File: src/rtl/rf_dbg_pkg.sv
// Shared definitions for the register-file debug access controller.
package rf_dbg_pkg;

    localparam int DEF_DATA_W = 32;
    localparam int DEF_ADDR_W = 5;

    typedef enum logic [1:0] {
        OP_READ    = 2'b00,
        OP_WRITE   = 2'b01,
        OP_DUMP    = 2'b10,
        OP_ILLEGAL = 2'b11
    } op_e;

    typedef enum logic [1:0] {
        ST_IDLE    = 2'b00,
        ST_CAPTURE = 2'b01,
        ST_WRITE   = 2'b10,
        ST_RESP    = 2'b11
    } state_e;

endpackage

File: src/rtl/rf_debug_ctrl.sv
// Debug-access initiator for the register file: single read, single write
// and full dump commands in, one response per register out.
//
// state      | meaning
// -----------+---------------------------------------------------------
// ST_IDLE    | waiting for a command, cmd_ready high
// ST_CAPTURE | register file read data sampled into the response regs
// ST_WRITE   | one-cycle write pulse to the register file
// ST_RESP    | response presented, held until rsp_ready
module rf_debug_ctrl
    import rf_dbg_pkg::*;
#(
    parameter int DATA_W = DEF_DATA_W,
    parameter int ADDR_W = DEF_ADDR_W
) (
    input  logic              clk,
    input  logic              reset,
    input  logic              cmd_valid,
    output logic              cmd_ready,
    input  logic [1:0]        cmd_op,
    input  logic [ADDR_W-1:0] cmd_addr,
    input  logic [DATA_W-1:0] cmd_data,
    output logic              rsp_valid,
    input  logic              rsp_ready,
    output logic [ADDR_W-1:0] rsp_addr,
    output logic [DATA_W-1:0] rsp_data,
    output logic              rsp_last,
    output logic              rsp_err,
    output logic [ADDR_W-1:0] dbg_rd_addr,
    input  logic [DATA_W-1:0] dbg_rd_data,
    output logic              dbg_wrt_en,
    output logic [ADDR_W-1:0] dbg_wrt_addr,
    output logic [DATA_W-1:0] dbg_wrt_data,
    output logic              busy
);

    state_e state;
    state_e state_nxt;
    op_e    op_in;
    logic   dump_q;
    logic   wrt_en_q;
    logic   cmd_fire;
    logic   rsp_fire;

    assign op_in     = op_e'(cmd_op);
    assign cmd_ready = (state == ST_IDLE);
    assign rsp_valid = (state == ST_RESP);
    assign busy      = (state != ST_IDLE);
    assign cmd_fire  = cmd_valid && cmd_ready;
    assign rsp_fire  = rsp_valid && rsp_ready;

    // A write pending when reset arrives must never reach the register file.
    assign dbg_wrt_en = wrt_en_q && !reset;

    // State register.
    always_ff @(posedge clk) begin
        if (reset) begin
            state <= ST_IDLE;
        end else begin
            state <= state_nxt;
        end
    end

    // Next-state decode.
    always_comb begin
        state_nxt = state;
        case (state)
            ST_IDLE: begin
                if (cmd_fire) begin
                    case (op_in)
                        OP_READ,
                        OP_DUMP:  state_nxt = ST_CAPTURE;
                        OP_WRITE: state_nxt = (cmd_addr != '0) ? ST_WRITE : ST_RESP;
                        default:  state_nxt = ST_RESP;
                    endcase
                end
            end
            ST_CAPTURE: state_nxt = ST_RESP;
            ST_WRITE:   state_nxt = ST_RESP;
            ST_RESP: begin
                if (rsp_fire) begin
                    state_nxt = (dump_q && !rsp_last) ? ST_CAPTURE : ST_IDLE;
                end
            end
            default: state_nxt = ST_IDLE;
        endcase
    end

    // Address sequencing, write strobe and response holding registers.
    always_ff @(posedge clk) begin
        if (reset) begin
            dump_q       <= 1'b0;
            wrt_en_q     <= 1'b0;
            dbg_rd_addr  <= '0;
            dbg_wrt_addr <= '0;
            dbg_wrt_data <= '0;
            rsp_addr     <= '0;
            rsp_data     <= '0;
            rsp_last     <= 1'b0;
            rsp_err      <= 1'b0;
        end else begin
            case (state)
                ST_IDLE: begin
                    if (cmd_fire) begin
                        dump_q <= 1'b0;
                        case (op_in)
                            OP_READ: begin
                                dbg_rd_addr <= cmd_addr;
                            end
                            OP_DUMP: begin
                                dbg_rd_addr <= '0;
                                dump_q      <= 1'b1;
                            end
                            OP_WRITE: begin
                                if (cmd_addr != '0) begin
                                    dbg_wrt_addr <= cmd_addr;
                                    dbg_wrt_data <= cmd_data;
                                    wrt_en_q     <= 1'b1;
                                end else begin
                                    // register 0 is hardwired; reject without touching the file
                                    rsp_addr <= cmd_addr;
                                    rsp_data <= '0;
                                    rsp_last <= 1'b1;
                                    rsp_err  <= 1'b1;
                                end
                            end
                            default: begin
                                rsp_addr <= cmd_addr;
                                rsp_data <= '0;
                                rsp_last <= 1'b1;
                                rsp_err  <= 1'b1;
                            end
                        endcase
                    end
                end
                ST_CAPTURE: begin
                    rsp_addr <= dbg_rd_addr;
                    rsp_data <= dbg_rd_data;
                    rsp_last <= !dump_q || (&dbg_rd_addr);
                    rsp_err  <= 1'b0;
                end
                ST_WRITE: begin
                    wrt_en_q <= 1'b0;
                    rsp_addr <= dbg_wrt_addr;
                    rsp_data <= dbg_wrt_data;
                    rsp_last <= 1'b1;
                    rsp_err  <= 1'b0;
                end
                ST_RESP: begin
                    // the counter stops at the last register; it never wraps back to 0
                    if (rsp_fire && dump_q && !rsp_last) begin
                        dbg_rd_addr <= dbg_rd_addr + ADDR_W'(1);
                    end
                end
                default: ;
            endcase
        end
    end

endmodule

File: config.mk
export PLATFORM = sky130hd
export DESIGN_NAME = rf_debug_ctrl
export DESIGN_NICKNAME = d
export VERILOG_FILES = /design/src/rtl/rf_dbg_pkg.sv /design/src/rtl/rf_debug_ctrl.sv
export SDC_FILE = /design/constraint.sdc
export NUM_CORES = 1
export LEC_CHECK = 0
export BUFFER_PORTS_ARGS = -buffer_cell sky130_fd_sc_hd__buf_2
export CORE_MARGIN = 3
export CORE_UTILIZATION = 50
export CTS_BUF_LIST = sky130_fd_sc_hd__clkbuf_4 sky130_fd_sc_hd__clkbuf_8
export DETAILED_ROUTE_END_ITERATION = 16
export PLACE_DENSITY_LB_ADDON = 0.1
export SYNTH_ARGS = -nofsm -noshare
export SYNTH_HDL_FRONTEND = slang
export SYNTH_SLANG_ARGS = --single-unit
File: constraint.sdc
create_clock -name clk -period 2.4 [get_ports clk]
set_input_delay 0.48 -clock clk [delete_from_list [all_inputs] [get_ports clk]]
set_output_delay 0.48 -clock clk [all_outputs]
set_load 0.02 [all_outputs]
Word-level counts from Yosys, hierarchy flattened
Cells that the tools add are included.

word-level totals
  flip-flop bits (word level) = 85
  input bits = 75
  output and inout port bits = 85
  logic and storage cells = 80

cells by class
  add/sub/neg operators = 1
  eq/ne operators = 13
  mux-type cells = 28
  reduce and logical (&&, ||, !) cells = 28

operators by type and width
  operator                                             number
  one-hot mux 32 bit (3 select lines)                  1
  two-way mux 32 bit                                   2
  one-hot mux 32 bit (2 select lines)                  1
  one-hot mux 5 bit (2 select lines)                   3
  two-way mux 5 bit                                    4
  AND reduction 4 bit                                  5
  one-hot mux 5 bit (3 select lines)                   1
  != test 2 x 1 -> 1 bit, second input constant        5
  two-way mux 1 bit                                    8
  nonzero test 2 bit                                   4
  equality test 2 bit, second input constant           3
  logical AND 1 bit                                    6
  one-hot mux 1 bit (2 select lines)                   3
  one-hot mux 2 bit (3 select lines)                   1
  adder 5 x 1 -> 5 bit, second input constant          1
  AND reduction 5 bit                                  1
  nonzero test 5 bit                                   1
  equality test 2 x 1 -> 1 bit, second input constant  2
  logical NOT 2 bit                                    2
  two-way mux 2 bit                                    2
  one-hot mux 2 bit (2 select lines)                   1
  AND reduction 2 bit                                  2
  OR reduction 2 bit                                   2
  logical NOT 1 bit                                    3
  6 further kinds                                      6

Logic depth before layout (Yosys ltp)
Gate-level depths: netlist (run 1).

  depth in word-level cells = 6
  gate-level depth with buffers = 10

Worst setup path after synthesis (run 1)
Ideal clock, no wire load.

  kind = reg2reg
  start = register state[0]
  end = register dbg_wrt_data[13]
  arrival time = 2.020 ns
  required time = 2.330 ns
  setup slack = 0.310 ns
  stages on the path, launching flop included = 11
  buffers on the path = 4
  path through = dfxtp_1 -> inv_1 -> ha_1 -> buf_2 -> and4b_1 -> clkbuf_1 -> o21a_1 -> buf_2 -> clkbuf_1 -> nand2_1 -> a21oi_1

between the ends
  cells in the longest elaborated chain, start to end = 3

ends and longest elaborated chain
  what                                    line                  RTL
  start, declared                         rf_debug_ctrl.sv:37   state_e state;
  start signal, assigned                  rf_debug_ctrl.sv:60   state <= state_nxt;
  logical NOT 2 bit *                     rf_debug_ctrl.sv:46   assign cmd_ready = (state == ST_IDLE);
  via cmd_ready                           rf_debug_ctrl.sv:19   output logic cmd_ready,
  logical AND 1 bit                       rf_debug_ctrl.sv:49   assign cmd_fire = cmd_valid && cmd_ready;
  AND reduction 4 bit (no source line) *  n/a
  end signal, assigned                    rf_debug_ctrl.sv:117  dbg_wrt_data <= cmd_data;
  end, declared                           rf_debug_ctrl.sv:33   output logic [DATA_W-1:0] dbg_wrt_data,

Mark *: on every way through the listed nets, which the timed path passes. The rest lies on a longest branch.
A chain may end at the register's enable or synchronous reset.

Final worst setup path (run 1)
  start = register state[0]
  end = register wrt_en_q

between the ends
  cells in the longest elaborated chain, start to end = 4
  elaborated cells on any way between the ends = 9
  those cells by class = eq/ne: 4; mux: 1; reduce/logical: 4

ends and longest elaborated chain
  what                                     line                                       RTL
  logical NOT 2 bit                        rf_debug_ctrl.sv:46, rf_debug_ctrl.sv:102
  logical AND 1 bit                        rf_debug_ctrl.sv:49
  != test 2 x 1 -> 1 bit (no source line)  n/a
  AND reduction 4 bit (no source line)     n/a
  end signal, assigned                     rf_debug_ctrl.sv:93                        wrt_en_q <= 1'b0;
  end signal, assigned                     rf_debug_ctrl.sv:118                       wrt_en_q <= 1'b1;
  end signal, assigned                     rf_debug_ctrl.sv:143                       wrt_en_q <= 1'b0;
  end, declared                            rf_debug_ctrl.sv:41                        logic wrt_en_q;

Several ways; a longest one is shown, not always the timed one.

==> flow_summary.json, run 1 <==
{
  "maxCapViolations": 0,
  "synth.distinct_cells": 45,
  "cts_buffers": 9,
  "tritoncts": "yes",
  "cts.htree.levels": 3,
  "cp-end-kind": "flip-flop",
  "clkTransAtPathRegs_ns": 0.09,
  "drc": 0,
  "area_growth_pct": 28.8,
  "clock_latency_ns": 0.34,
  "crit_chain": "inv_1 > ha_1 > and4b_1 > o21a_1 > buf_4 > o21ai_0 > o211a_1",
  "worstSetupPathType": "reg -> reg",
  "antenna_found_initial": 0,
  "routedWlPerCell_um": 16.8,
  "cts_root_buffer": "clkbuf_8",
  "setup_violations": 0,
  "post-dp-hpwl_mm": 8.33,
  "synth_top_area_share": 0.441,
  "first_pass_iters": 4,
  "first_iter_violations": 175,
  "globalplace.congestion": 0.855,
  "diodes": 0,
  "crit_fanout": 18,
  "syn_nets": 521,
  "slowest_stage": "and4b_1",
  "rsz0062_at_grt": "false",
  "peakVddDrop_uv": 671,
  "combPwrFrac": 0.449,
  "slowest_delay_ns": 0.45,
  "yosys-top-cells-count": "86 x nand2_1, 85 x dfxtp_1, 50 x a21oi_1, 39 x a22oi_1, 33 x clkbuf_1",
  "status": "finished clean",
  "timing.final.crit_share": 0.873,
  "finalWorstSetupSlack_ns": 0.304,
  "avgSynthCellArea_sq_um": 8.77,
  "post-place-cells": 675,
  "fmax_mhz": 477,
  "critical_path.top_delay_family": "simple AND/OR/NAND/NOR gates",
  "grt_max_degree": 53,
  "num_vias": 3977,
  "async_reset_ff_frac": 0,
  "routed_via_density": 5.76,
  "die-area_sq_mm": 0.00881,
  "initial_utilization": 0.523,
  "grt_pass1_vias": 3705,
  "tightestPinTransition_ns": 0.591,
  "synth_largest_area_cell": "dfxtp_1",
  "finalSetupTns_ns": 0,
  "yosysMostFrequentCell": "nand2_1",
  "post_cts_resized": 0,
  "fp.dieW_um": 93.8,
  "intPower_uw": 3020,
  "cts_setup_buffers": 0,
  "postSynthCellCount": 440,
  "holdBufCountCts": 0,
  "boundaryPins": 160,
  "nNetsFinal": 668,
  "core_sq_mm": 0.00737,
  "wl_mm": 11.6,
  "critPathLaunchType": "flip-flop",
  "grt_pass1_wl_mm": 18.5,
  "swShare": 0.431,
  "pwr-share-seq": 0.336,
  "required_ns": 2.64,
  "fin_crit_ns": 2.10,
  "ys_top_cells_by_area": "dfxtp_1 44%, nand2_1 8.4%, a22oi_1 7.6%",
  "dominantRegCellSynth": "dfxtp_1",
  "crit_buf_inv": 2,
  "io_buffer_count": 159,
  "cts_buffer_depth": 2,
  "cts_sinks": 85,
  "p_switching_uw": 2280,
  "hold_path.class": "in -> reg",
  "yosysWarnings": 0,
  "grt-ovfl-total": 0,
  "fin_hold_ws_ns": 0.363,
  "fin_skew_ns": 0.0112,
  "drv_slew": 0,
  "seq_area_frac_synth": 0.441,
  "p_per_area_mw_per_mm2": 1070,
  "rows": 31,
  "max_slew_margin": 0.606,
  "pre_cts_ws_ns": 0.188,
  "pwr-share-clk": 0.215,
  "arrival_ns": 2.33,
  "syn_area_sq_mm": 0.00386,
  "finalHoldViolCount": 0,
  "drive_gt1_frac": 0.397,
  "grt_usage": 0.262,
  "ant_nets": 0,
  "synth_edf_count": 0,
  "stdcell_count": 691,
  "ys_ff_latch": 85,
  "fp.dieH_um": 93.8,
  "leakage_uw": 0.00214
}
[sequential cells by signal (all words and copies together), names as in the netlist]
register,cells
rsp_err,1
rsp_data,32
state,2
rsp_addr,5
dump_q,1
dbg_wrt_data,32
rsp_last,1
wrt_en_q,1
dbg_rd_addr,5
dbg_wrt_addr,5
[power groups by stage]
stage | Clock, uW | Combinational (uW) | Sequential, uW
finish | 1140 | 2380 | 1780
CTS | 1170 | 2370 | 1770
floorplan | 0 | 1440 | 1980
global route | 1220 | 2600 | 1800
global placement | 0 | 2320 | 1800
detailed placement | 0 | 2360 | 1810
[cells by family after synthesis]
| kind of cell | after synthesis | synth area share |
|---|---|---|
| DFF | 85 | 0.441 |
| AOI/OAI and AO/OA | 152 | 0.277 |
| and+or+nand+nor | 145 | 0.199 |
| buffers and inverters | 50 | 0.0587 |
| xor gates and xnor gates | 1 | 0.00227 |
| muxes | 1 | 0.00259 |
| adders and majority gates | 6 | 0.0195 |
[worst reg2reg max path, stage by stage, from the launching register on]
cell and delay [ns]:
dfxtp_1 0.35, inv_1 0.09, ha_1 0.41, and4b_1 0.46
o21a_1 0.21, buf_4 0.24, o21ai_0 0.11, o211a_1 0.14
[layer usage]
layer	track usage	vias up	part of all wire
met5	0	-	0
met4	0.0987	0	0.013
met3	0.0337	14	0.064
met2	0.427	143	0.48
met1	0.354	1900	0.45
li1	-	1920	-
[area by class of cell]
class,count,area (sq um)
sequential,85,1700
inverter,5,18.8
tap,99,124
clock buffer,11,145
fill,656,2400
multi-input combinational,305,1930
clock inverter,5,83.8
timing repair buffer,181,961
[metrics by stage]
stage	util	power (uW)	instance area [sq um]
5_1_grt	0.674	5630	4970
4_1_cts	0.674	5310	4970
6_report	0.674	5300	4970
3_3_place_gp	0.643	4120	4740
3_5_place_dp	0.643	4170	4740
2_1_floorplan	-	3420	3860
[path summary, 6_finish.rpt]
kind                         from                to  slack [ns]  cells past startpoint
hold reg to reg   dbg_wrt_addr[4]   dbg_wrt_addr[4]        0.47                      2
hold / removal       cmd_data[24]  dbg_wrt_data[24]        0.36                      3
setup / recovery         state[0]          wrt_en_q        0.30                      7
setup reg to reg         state[0]          wrt_en_q        0.30                      7
[cell usage in the layout (no fill, tap or decap), types with 3 or more instances in the layout]
cell,synthesis,layout
clkbuf_8,0,10
dfxtp_1,85,85
ha_1,6,5
buf_4,0,22
nand2_1,86,86
o2111ai_1,5,5
a31o_1,14,14
a21oi_1,50,50
nor4_1,18,18
a31o_2,18,18
nand3_1,3,3
nor4_2,14,14
nor3b_1,3,3
inv_1,4,4
a22oi_1,39,39
a211oi_1,5,5
nor2_1,7,7
o21ai_0,8,8
buf_2,7,159
Note: power is estimated with default switching activity, not from simulation.
==> inputs of run 2 (changes only) <==
Settings changed: GPL_TIMING_DRIVEN set to 0.
==> run 2 against run 1 <==
  * Clock-buffer cell count is the same
  * Sequential share of layout area is 0.42 points lower
  * First-iteration DRC count rose by 15%
  * Combinational power barely moved
  * Final area grew 1.2%
==> flow_summary.json, run 2 (synthesized netlist as in run 1, its figures left out) <==
{
  "status": "finished clean",
  "wl_mm": 12.3,
  "pre_cts_ws_ns": 0.00697,
  "peakVddDrop_uv": 691,
  "max_slew_margin": 0.518,
  "critical_path.top_delay_family": "buffers and inverters",
  "p_per_area_mw_per_mm2": 1080,
  "cts_buffer_depth": 2,
  "finalHoldViolCount": 0,
  "critPathLaunchType": "flip-flop",
  "first_iter_violations": 202,
  "rows": 31,
  "intPower_uw": 3090,
  "grt_max_degree": 15,
  "holdBufCountCts": 0,
  "seq_area_sq_mm": 0.00170,
  "routedWlPerCell_um": 17.3,
  "utilization": 0.682,
  "worstSetupPathType": "reg -> reg",
  "rsz0062_at_grt": "false",
  "final_cell_mix": "165 x buf_2, 86 x nand2_1, 85 x dfxtp_1, 50 x a21oi_1, 39 x a22oi_1",
  "grt-ovfl-total": 0,
  "crit_cells": 5,
  "io_buffer_count": 158,
  "drv_slew": 0,
  "grt_usage": 0.273,
  "num_vias": 4141,
  "drc": 0,
  "rr_worst_depth": 5,
  "cts.htree.levels": 3,
  "cts_root_buffer": "clkbuf_8",
  "finalSetupTns_ns": 0,
  "clock_latency_ns": 0.36,
  "p_switching_uw": 2330,
  "post-place-cells": 697,
  "combPwrFrac": 0.439,
  "area_growth_pct": 30.4,
  "maxCapViolations": 0,
  "whs_path_depth": 3,
  "finalWorstSetupSlack_ns": 0.221,
  "slowest_delay_ns": 0.50,
  "core_sq_mm": 0.00737,
  "globalplace.congestion": 0.868,
  "die-area_sq_mm": 0.00881,
  "diodes": 0,
  "pwr-share-seq": 0.327,
  "clkTransAtPathRegs_ns": 0.09,
  "reg_top3": "dbg_wrt_data x32, rsp_data x32",
  "fmax_mhz": 459,
  "drive_gt1_frac": 0.372,
  "cp-end-kind": "flip-flop",
  "r2r_slack_ns": 0.22,
  "final_common_cell": "buf_2",
  "ant_nets": 0,
  "boundaryPins": 160,
  "post-dp-hpwl_mm": 9.24,
  "multiInputGateArea_sq_mm": 0.00193,
  "stdcell_count": 712,
  "swShare": 0.430,
  "grt_pass1_wl_mm": 19.0,
  "fillers": 684,
  "path_common_cell": "clkbuf_1",
  "crit_buf_inv": 2,
  "crit_fanout": 10,
  "fin_crit_ns": 2.18,
  "nNetsFinal": 689,
  "crit_chain": "ha_1 > clkbuf_1 > clkbuf_1 > nor4_1 > a31o_2",
  "first_pass_iters": 6,
  "initial_utilization": 0.523,
  "slowest_stage": "clkbuf_1",
  "routed_via_density": 5.82,
  "timing.final.crit_share": 0.908,
  "fin_hold_ws_ns": 0.350,
  "tritoncts": "yes",
  "tightestPinTransition_ns": 0.722,
  "cts_sinks": 85,
  "arrival_ns": 2.44,
  "fp.dieW_um": 93.8,
  "cts_buffers": 9,
  "fp.dieH_um": 93.8,
  "antenna_found_initial": 0,
  "leakage_uw": 0.00216,
  "required_ns": 2.66,
  "fin_skew_ns": 0.00387,
  "pwr-share-clk": 0.234,
  "grt_pass1_vias": 3794,
  "setup_violations": 0,
  "hold_path.class": "in -> reg"
}
## run 2: changes by cell type in the layout (fill, tap and decap cells not counted), sizes merged
cell	previous run	this run
clkinv	2	1
clkinvlp	2	1
buf	181	170
bufinv	2	3
inv	4	5
clkbuf	11	43
## run 2: repair_timing
item,4_1_cts,5_1_grt
pin swaps,0,0
buffers inserted,0,0
endpoints found under the setup margin,2,45
gates resized for setup,1,12
## run 2: final timing paths
check,start,end
max,state[0],rsp_data[29]
min,cmd_data[30],dbg_wrt_data[30]
max reg2reg,state[0],rsp_data[29]
min reg2reg,dbg_wrt_data[6],dbg_wrt_data[6]
## run 2: per-layer routing
| layer | vias up | global-route usage | part of all wire |
|---|---|---|---|
| met5 | - | 0 | 0 |
| met4 | 0 | 0.0854 | 0.014 |
| met3 | 16 | 0.0393 | 0.072 |
| met2 | 171 | 0.458 | 0.50 |
| met1 | 1983 | 0.361 | 0.42 |
| li1 | 1971 | - | - |
## run 2: metrics by stage
stage,total power (uW),cell area [sq um]
2_1_floorplan,3420,3860
3_3_place_gp,4110,4770
3_5_place_dp,4160,4770
4_1_cts,5420,5020
5_1_grt,5740,5030
6_report,5430,5030
## run 2: worst register-to-register path: stages, from the launching register on
cell	delay, ns
dfxtp_1	0.40
ha_1	0.33
clkbuf_1	0.50
clkbuf_1	0.49
nor4_1	0.14
a31o_2	0.23
## run 2: final cells by class
class,instances,share of cell area
Buffer,44,0.0423
Clock buffer,11,0.0289
Clock inverter,5,0.0211
Inverter,5,0.00373
Multi-Input combinational cell,305,0.384
Sequential cell,85,0.338
Tap cell,99,0.0246
Timing Repair Buffer,158,0.157
## run 2: power groups by stage
| stage | sequential, uW | clock, uW | combinational, uW |
|---|---|---|---|
| 2_1_floorplan | 1980 | 0 | 1440 |
| 6_report | 1770 | 1270 | 2380 |
| 5_1_grt | 1800 | 1350 | 2600 |
| 4_1_cts | 1770 | 1280 | 2370 |
| 3_5_place_dp | 1800 | 0 | 2350 |
| 3_3_place_gp | 1790 | 0 | 2320 |
